`src/rtl/rpn_evaluator.sv`:
```
// Fixed-point RPN expression evaluator: fetches tokens from an external queue and runs them on a value stack.
// Optional POW operator is compiled in when RPN_EVALUATOR_POW_EN is defined.
module rpn_evaluator #(
  parameter int INTEGER_PART_WIDTH    = 8,
  parameter int FRACTIONAL_PART_WIDTH = 8,
  parameter int OUTPUT_QUEUE_SIZE     = 64,
  parameter int STACK_SIZE            = 16,
  localparam int NUMBER_WIDTH = INTEGER_PART_WIDTH + FRACTIONAL_PART_WIDTH,
  localparam int QI           = $clog2(OUTPUT_QUEUE_SIZE)
) (
  input  logic                    clk,
  input  logic                    rst,
  input  logic                    start,
  input  logic [NUMBER_WIDTH-1:0] x,
  input  logic [QI:0]             length,
  output logic                    queue_read,
  output logic [QI-1:0]           queue_index,
  input  logic [NUMBER_WIDTH:0]   queue_data,
  input  logic                    queue_valid,
  output logic                    busy,
  output logic                    done,
  output logic [NUMBER_WIDTH-1:0] result,
  output logic                    error,
  output logic [2:0]              error_code
);
  localparam int NW  = NUMBER_WIDTH;
  localparam int FW  = FRACTIONAL_PART_WIDTH;
  localparam int DW  = NW + FW;
  localparam int SPW = $clog2(STACK_SIZE);
  localparam int CW  = INTEGER_PART_WIDTH + $clog2(DW);

  typedef enum logic [2:0] {
    S_IDLE   = 3'd0,
    S_FETCH  = 3'd1,
    S_WAIT   = 3'd2,
    S_EXEC   = 3'd3,
    S_MULT   = 3'd4,
    S_DIVIDE = 3'd5,
`ifdef RPN_EVALUATOR_POW_EN
    S_POWER  = 3'd6,
`endif
    S_FINISH = 3'd7
  } state_t;

  function automatic logic [NW-1:0] fx_mul(input logic [NW-1:0] a, input logic [NW-1:0] b);
    logic signed [2*NW-1:0] p;
    p = $signed({{NW{a[NW-1]}}, a}) * $signed({{NW{b[NW-1]}}, b});
    fx_mul = p[FW +: NW];
  endfunction

  function automatic logic [NW-1:0] fx_abs(input logic [NW-1:0] v);
    fx_abs = v[NW-1] ? (~v + NW'(1)) : v;
  endfunction

  state_t            state_q, state_d;
  logic [SPW:0]      sp_q, sp_d;
  logic [QI-1:0]     idx_q, idx_d;
  logic [QI:0]       len_q, len_d;
  logic [NW-1:0]     x_q, x_d;
  logic [NW:0]       tok_q, tok_d;
  logic [2:0]        err_q, err_d;
  logic [NW-1:0]     op_a_q, op_a_d, op_b_q, op_b_d;
  logic [NW-1:0]     rem_q, rem_d;
  logic [DW-1:0]     quo_q, quo_d;
  logic [CW-1:0]     cnt_q, cnt_d;
  logic              neg_q, neg_d;
`ifdef RPN_EVALUATOR_POW_EN
  logic [NW-1:0]     acc_q, acc_d;
`endif
  logic              queue_read_q, queue_read_d, busy_q, busy_d, done_q, done_d;
  logic              error_q, error_d;
  logic [2:0]        error_code_q, error_code_d;
  logic [NW-1:0]     result_q, result_d;

  logic [NW-1:0]     stack_q [STACK_SIZE];
  logic              stk_we_s;
  logic [SPW-1:0]    stk_wa_s;
  logic [NW-1:0]     stk_wd_s;
  logic [NW-1:0]     a_s, b_s;
  logic              is_bin_s, advance_s, ge_s;
  logic [NW:0]       rem_sh_s;
  logic [NW-1:0]     rem_nx_s, quo_lo_s;
  logic [DW-1:0]     quo_nx_s;
  logic [QI:0]       idx_nx_s;

  assign a_s = stack_q[sp_q[SPW-1:0] - SPW'(2)];
  assign b_s = stack_q[sp_q[SPW-1:0] - SPW'(1)];

  // Next-state, datapath and output computation.
  always_comb begin
    state_d = state_q;  sp_d = sp_q;  idx_d = idx_q;  len_d = len_q;  x_d = x_q;
    tok_d = tok_q;  err_d = err_q;  op_a_d = op_a_q;  op_b_d = op_b_q;
    rem_d = rem_q;  quo_d = quo_q;  cnt_d = cnt_q;  neg_d = neg_q;
`ifdef RPN_EVALUATOR_POW_EN
    acc_d = acc_q;
`endif
    done_d = 1'b0;  result_d = result_q;  error_d = error_q;  error_code_d = error_code_q;
    stk_we_s = 1'b0;  stk_wa_s = sp_q[SPW-1:0];  stk_wd_s = '0;  advance_s = 1'b0;
    case (tok_q[2:0])
      3'd0, 3'd1, 3'd2, 3'd3: is_bin_s = 1'b1;
`ifdef RPN_EVALUATOR_POW_EN
      3'd4:                   is_bin_s = 1'b1;
`endif
      default:                is_bin_s = 1'b0;
    endcase
    // Restoring divider step: one quotient bit per cycle from the dividend MSB.
    rem_sh_s = {rem_q, quo_q[DW-1]};
    ge_s     = rem_sh_s >= {1'b0, op_b_q};
    rem_nx_s = ge_s ? (rem_sh_s[NW-1:0] - op_b_q) : rem_sh_s[NW-1:0];
    quo_nx_s = {quo_q[DW-2:0], ge_s};
    quo_lo_s = neg_q ? (~quo_nx_s[NW-1:0] + NW'(1)) : quo_nx_s[NW-1:0];
    idx_nx_s = {1'b0, idx_q} + (QI+1)'(1);

    case (state_q)
      S_IDLE: begin
        if (start) begin
          sp_d = '0;  idx_d = '0;  x_d = x;  len_d = length;  err_d = 3'd0;
          result_d = '0;  error_d = 1'b0;  error_code_d = 3'd0;
          state_d = (length == '0) ? S_FINISH : S_FETCH;
        end else begin
          state_d = S_IDLE;
        end
      end
      S_FETCH: state_d = S_WAIT;
      S_WAIT: begin
        if (queue_valid) begin
          tok_d   = queue_data;
          state_d = S_EXEC;
        end else begin
          state_d = S_WAIT;
        end
      end
      S_EXEC: begin
        if (!tok_q[NW] || tok_q[2:0] == 3'd6) begin
          if (sp_q == (SPW+1)'(STACK_SIZE)) begin
            err_d = 3'd2;  state_d = S_FINISH;
          end else begin
            stk_we_s = 1'b1;
            stk_wd_s = tok_q[NW] ? x_q : tok_q[NW-1:0];
            sp_d = sp_q + (SPW+1)'(1);
            advance_s = 1'b1;
          end
        end else if (!is_bin_s) begin
          err_d = 3'd4;  state_d = S_FINISH;
        end else if (sp_q < (SPW+1)'(2)) begin
          err_d = 3'd1;  state_d = S_FINISH;
        end else begin
          op_a_d = a_s;  op_b_d = b_s;
          case (tok_q[2:0])
            3'd0, 3'd1: begin
              stk_we_s = 1'b1;
              stk_wa_s = sp_q[SPW-1:0] - SPW'(2);
              stk_wd_s = (tok_q[2:0] == 3'd0) ? (a_s + b_s) : (a_s - b_s);
              sp_d = sp_q - (SPW+1)'(1);
              advance_s = 1'b1;
            end
            3'd2: begin
              sp_d = sp_q - (SPW+1)'(2);  state_d = S_MULT;
            end
            3'd3: begin
              if (b_s == '0) begin
                err_d = 3'd3;  state_d = S_FINISH;
              end else begin
                op_b_d = fx_abs(b_s);
                quo_d  = {fx_abs(a_s), {FW{1'b0}}};
                rem_d  = '0;  cnt_d = '0;  neg_d = a_s[NW-1] ^ b_s[NW-1];
                sp_d = sp_q - (SPW+1)'(2);  state_d = S_DIVIDE;
              end
            end
`ifdef RPN_EVALUATOR_POW_EN
            3'd4: begin
              if (b_s[NW-1]) begin
                err_d = 3'd4;  state_d = S_FINISH;
              end else begin
                acc_d = NW'(1) << FW;
                cnt_d = CW'(b_s[NW-2:FW]);
                sp_d = sp_q - (SPW+1)'(2);  state_d = S_POWER;
              end
            end
`endif
            default: begin
              err_d = 3'd4;  state_d = S_FINISH;
            end
          endcase
        end
      end
      S_MULT: begin
        stk_we_s = 1'b1;  stk_wd_s = fx_mul(op_a_q, op_b_q);
        sp_d = sp_q + (SPW+1)'(1);  advance_s = 1'b1;
      end
      S_DIVIDE: begin
        rem_d = rem_nx_s;  quo_d = quo_nx_s;
        if (cnt_q == CW'(DW-1)) begin
          stk_we_s = 1'b1;  stk_wd_s = quo_lo_s;
          sp_d = sp_q + (SPW+1)'(1);  advance_s = 1'b1;
        end else begin
          cnt_d = cnt_q + CW'(1);
        end
      end
`ifdef RPN_EVALUATOR_POW_EN
      S_POWER: begin
        if (cnt_q == '0) begin
          stk_we_s = 1'b1;  stk_wd_s = acc_q;
          sp_d = sp_q + (SPW+1)'(1);  advance_s = 1'b1;
        end else begin
          acc_d = fx_mul(acc_q, op_a_q);
          cnt_d = cnt_q - CW'(1);
        end
      end
`endif
      S_FINISH: begin
        done_d  = 1'b1;
        state_d = S_IDLE;
        if (err_q != 3'd0) begin
          error_d = 1'b1;  error_code_d = err_q;  result_d = '0;
        end else if (sp_q != (SPW+1)'(1)) begin
          error_d = 1'b1;  error_code_d = 3'd5;  result_d = '0;
        end else begin
          error_d = 1'b0;  error_code_d = 3'd0;  result_d = b_s;
        end
      end
      default: state_d = S_IDLE;
    endcase

    if (advance_s) begin
      if (idx_nx_s == len_q) begin
        state_d = S_FINISH;
      end else begin
        idx_d   = idx_nx_s[QI-1:0];
        state_d = S_FETCH;
      end
    end else begin
      idx_d = idx_d;
    end
    queue_read_d = (state_d == S_FETCH);
    busy_d       = (state_d != S_IDLE);
  end

  // Control and output registers.
  always_ff @(posedge clk or posedge rst) begin
    if (rst) begin
      state_q <= S_IDLE;  sp_q <= '0;  idx_q <= '0;  len_q <= '0;  x_q <= '0;
      tok_q <= '0;  err_q <= 3'd0;  op_a_q <= '0;  op_b_q <= '0;
      rem_q <= '0;  quo_q <= '0;  cnt_q <= '0;  neg_q <= 1'b0;
`ifdef RPN_EVALUATOR_POW_EN
      acc_q <= '0;
`endif
      queue_read_q <= 1'b0;  busy_q <= 1'b0;  done_q <= 1'b0;
      result_q <= '0;  error_q <= 1'b0;  error_code_q <= 3'd0;
    end else begin
      state_q <= state_d;  sp_q <= sp_d;  idx_q <= idx_d;  len_q <= len_d;  x_q <= x_d;
      tok_q <= tok_d;  err_q <= err_d;  op_a_q <= op_a_d;  op_b_q <= op_b_d;
      rem_q <= rem_d;  quo_q <= quo_d;  cnt_q <= cnt_d;  neg_q <= neg_d;
`ifdef RPN_EVALUATOR_POW_EN
      acc_q <= acc_d;
`endif
      queue_read_q <= queue_read_d;  busy_q <= busy_d;  done_q <= done_d;
      result_q <= result_d;  error_q <= error_d;  error_code_q <= error_code_d;
    end
  end

  // Value stack storage; contents are deliberately left unreset.
  always_ff @(posedge clk) begin
    if (stk_we_s) begin
      stack_q[stk_wa_s] <= stk_wd_s;
    end
  end

  assign queue_read  = queue_read_q;
  assign queue_index = idx_q;
  assign busy        = busy_q;
  assign done        = done_q;
  assign result      = result_q;
  assign error       = error_q;
  assign error_code  = error_code_q;
endmodule
```
`config.mk`:
```
export PLATFORM = sky130hd
export DESIGN_NAME = rpn_evaluator
export DESIGN_NICKNAME = d
export VERILOG_FILES = /design/src/rtl/rpn_evaluator.sv
export SDC_FILE = /design/constraint.sdc
export NUM_CORES = 2
export LEC_CHECK = 0
export ABC_AREA = 1
export ABC_CLOCK_PERIOD_IN_PS = 6150
export CAP_MARGIN = 20
export CORE_MARGIN = 4
export CORE_UTILIZATION = 45
export DETAILED_ROUTE_END_ITERATION = 10
export PLACE_DENSITY = 0.64
export RECOVER_POWER = 50
export SYNTH_ARGS = -nofsm -noshare
export SYNTH_HDL_FRONTEND = slang
export SYNTH_SLANG_ARGS = --single-unit
```
`constraint.sdc`:
```
create_clock -name clk -period 6.15 [get_ports clk]
set_input_delay 1.845 -clock clk [delete_from_list [all_inputs] [get_ports clk]]
set_output_delay 1.845 -clock clk [all_outputs]
set_load 0.1 [all_outputs]
```
==> flow_metrics.env <==
export IMPL_synth_top_area_share_pct=24.4
export IMPL_drv_slew=305
export IMPL_ant_nets=0
export IMPL_h_tree_depth=2
export IMPL_tightest_slew_ns=2.73
export IMPL_remaining_drc_errors=0
export IMPL_die_x_um=273
export IMPL_clk_latency_ns=0.61
export IMPL_synth_area_mm2=0.0315
export IMPL_cts_made_buffers=45
export IMPL_gp_congestion=0.967
export IMPL_post_route_min_period_ns=6.06
export IMPL_maxCapViolCount=11
export IMPL_synth_distinct_cells=59
export IMPL_max_freq_mhz=165
export IMPL_synth_area_per_cell_um2=8.04
export IMPL_critPathTopFamily="adder cells"
export IMPL_core_mm2=0.0689
export IMPL_path_clk_slew_ns=0.06
export IMPL_startpoint_type="flip-flop"
export IMPL_cp_required_ns=6.48
export IMPL_post_route_period_util_pct=98.5
export IMPL_startpoint="op_a_q[6]"
export IMPL_grt_pass1_wl_um=147000
export IMPL_ys_top_cells_by_area="edfxtp_1 24%, nand2_1 13%, dfrtp_1 13%"
export IMPL_crit_cells=23
export IMPL_place_hpwl_um=67100
export IMPL_crit_fanout=16
export IMPL_grt_max_degree=193
export IMPL_first_pass_iters=6
export IMPL_synthToLayoutAreaGrowth_pct=11.1
export IMPL_rrSetupSlack_ns=0.09
export IMPL_antenna_found_initial=0
export IMPL_hold_violations=0
export IMPL_cp_end_kind="flip-flop"
export IMPL_cts_sinks=422
export IMPL_ys_warn_count=0
export IMPL_fin_nets=4312
export IMPL_detail_route_wl_per_cell_um=19.1
export IMPL_clock_path_buffers=3
export IMPL_synth_seq_cells=422
export IMPL_fin_tns_setup_ns=0
export IMPL_design_die_area_mm2=0.0743
export IMPL_layout_drive_gt1_share_pct=7.38
export IMPL_outcome="finished, violations left"
export IMPL_synthesis_nets=4263
export IMPL_failed_checks="max-capacitance violations, max-slew violations"
export IMPL_crit_chain="buf_12 -> or2_2 -> fa_1 -> inv_1 -> fa_1 -> inv_1 -> fa_1 -> inv_1 -> fa_1 -> fa_1 -> inv_1 -> fa_1 -> inv_1 -> ha_1 -> nand2_1 -> nor2_2 -> buf_4 -> a221oi_2 -> o211ai_1 -> nand3b_1 -> nand3_1 -> nand4_1 -> buf_6"
export IMPL_grt_pass1_vias=25600
export IMPL_r2r_end="stack_q[2][15]"
export IMPL_ys_seq_area_share_pct=37.6
export IMPL_critical_path_arrival_ns=6.38
export IMPL_timing_setup_critical_path_class="flip-flop to flip-flop"
export IMPL_row_count=96
export IMPL_synth_cells=3917
export IMPL_hp_class="flip-flop to flip-flop"
export IMPL_pre_cts_slack_ns=-0.0278
export IMPL_cp_endpoint="stack_q[2][15]"
export IMPL_io_buffers=72
export IMPL_io_pins=73
export IMPL_yosysMostFrequentCell="nand2_1"
export IMPL_grt_total_usage_pct=25.3
export IMPL_r2r_start="op_a_q[6]"
export IMPL_setup_ws_ns=0.0944
export IMPL_setup_viol=0
export IMPL_r2r_cells=23
export IMPL_async_reset_ff_share_pct=39.3
export IMPL_via_count=26900
export IMPL_vias_per_cell=5.46
export IMPL_root_buffer="clkbuf_16"
export IMPL_die_height_um=273
export IMPL_start_util_pct=45.7
export IMPL_crit_buf_inv=8
export IMPL_initialDrtViolationCount=2600
export IMPL_rsz0062_at_grt="yes"
export IMPL_synth_flop_cell="edfxtp_1"
export IMPL_wirelength_um=94100
export IMPL_synth_common_cells="1112 x nand2_1, 566 x inv_1, 316 x nand3_1"
export IMPL_grt_overflow=0
export IMPL_hold_ws_ns=0.477
export IMPL_yosysTopAreaCell="edfxtp_1"
export IMPL_max_stage_delay_ns=0.50
export IMPL_cts_tree="built"
export IMPL_synth_edf_count=256
export IMPL_cpMaxStageDelayCell="fa_1"
export IMPL_maxSlewHeadroom_pct=-82.1
export IMPL_critPathMostFrequentCell="fa_1"
export IMPL_skew_ns=0.0362
-- stage by stage --
stage | instance area (um^2) | instances | util, %
6_report | 35000 | 4932 | 50.7
5_1_grt | 35000 | 4931 | 50.7
4_1_cts | 34900 | 4922 | 50.6
3_5_place_dp | 33500 | 4841 | 48.5
3_3_place_gp | 33500 | 4841 | 48.5
2_1_floorplan | 31500 | 3917 | -
-- what timing repair did --
action	CTS	global route
gates resized for setup	6	49
setup buffers	0	7
cloned	0	0
setup endpoints to repair	24	176
hold buffers	0	0
pin swaps	0	3
-- placed cells by master, fill, tap and decap left out, drive strengths merged, types with 5 or more instances in the layout --
cell,n
a21o,5
a21oi,224
a22oi,24
a31oi,41
buf,118
clkbuf,72
clkdlybuf4s50,69
clkinv,24
dfrtp,166
edfxtp,256
fa,188
ha,114
inv,579
nand2,1124
nand3,319
nand3b,9
nand4,19
nor2,173
nor3,29
nor4,10
o211ai,27
o21ai,264
o22ai,17
or2,17
xnor2,17
xor2,54
-- kinds of logic (layout without fill, tap and decap cells) --
| group | count (synthesis) | after routing | share of synthesized area [%] |
|---|---|---|---|
| AO/OA/AOI/OAI | 630 | 630 | 11.0 |
| XOR/XNOR | 71 | 71 | 2.02 |
| adder cells (fa/ha/maj) | 302 | 302 | 16.5 |
| buffers and inverters | 788 | 871 | 10.3 |
| flip-flops | 422 | 422 | 37.6 |
| multiplexers | 2 | 2 | 0.0635 |
| other | 0 | 1 | 0 |
| AND/OR/NAND/NOR | 1702 | 1702 | 22.5 |
-- worst reg2reg max path, delay by kind of cell (launching register included) --
family          cells  cell delay, ns
fa+ha+maj           7            3.20
simple gates        6            0.93
buf+inv             8            0.74
flops               1            0.47
compound gates      2            0.47
-- layer usage --
layer | GRT usage, % | vias up | wire length (um)
met1 | 36.1 | 12900 | 41100
li1 | - | 12700 | -
met4 | 8.50 | 0 | 3340
met3 | 3.81 | 166 | 7870
met5 | 0 | - | 0
met2 | 39.7 | 1104 | 41800
-- how the worst min path moves through the flow --
stage | startpoint | end | slack, ns | depth (start not counted)
floorplan | quo_q[15] | quo_q[15] | 0.44 | 2
finish | quo_q[22] | quo_q[22] | 0.48 | 2
CTS | quo_q[15] | quo_q[15] | 0.48 | 2
global placement | quo_q[21] | quo_q[21] | 0.46 | 2
global route | x_q[4] | x_q[4] | 0.49 | 2
detailed placement | x_q[13] | x_q[13] | 0.47 | 2
-- state kept, by name, indices dropped and copies added (netlist names) --
| register | count |
|---|---|
| error_code | 3 |
| len_q | 7 |
| err_q | 3 |
| busy | 1 |
| neg_q | 1 |
| state_q | 3 |
| queue_read | 1 |
| error | 1 |
| tok_q | 17 |
| sp_q | 5 |
| quo_q | 24 |
| cnt_q | 13 |
| queue_index | 6 |
| op_b_q | 16 |
| x_q | 16 |
| result | 16 |
| rem_q | 16 |
| op_a_q | 16 |
| done | 1 |
| stack_q | 256 |
-- cell type report --
cell class | count | area, um^2
Tap cell | 931 | 1160
Timing Repair Buffer | 204 | 1770
Clock buffer | 59 | 1200
Multi-Input combinational cell | 2707 | 16600
Inverter | 586 | 2210
Fill cell | 6618 | 34000
Antenna cell | 1 | 2.50
Clock inverter | 22 | 218
Sequential cell | 422 | 11900
Power is not shown: default switching activity piles up to over one toggle a cycle in this logic, so the estimate is an artifact.
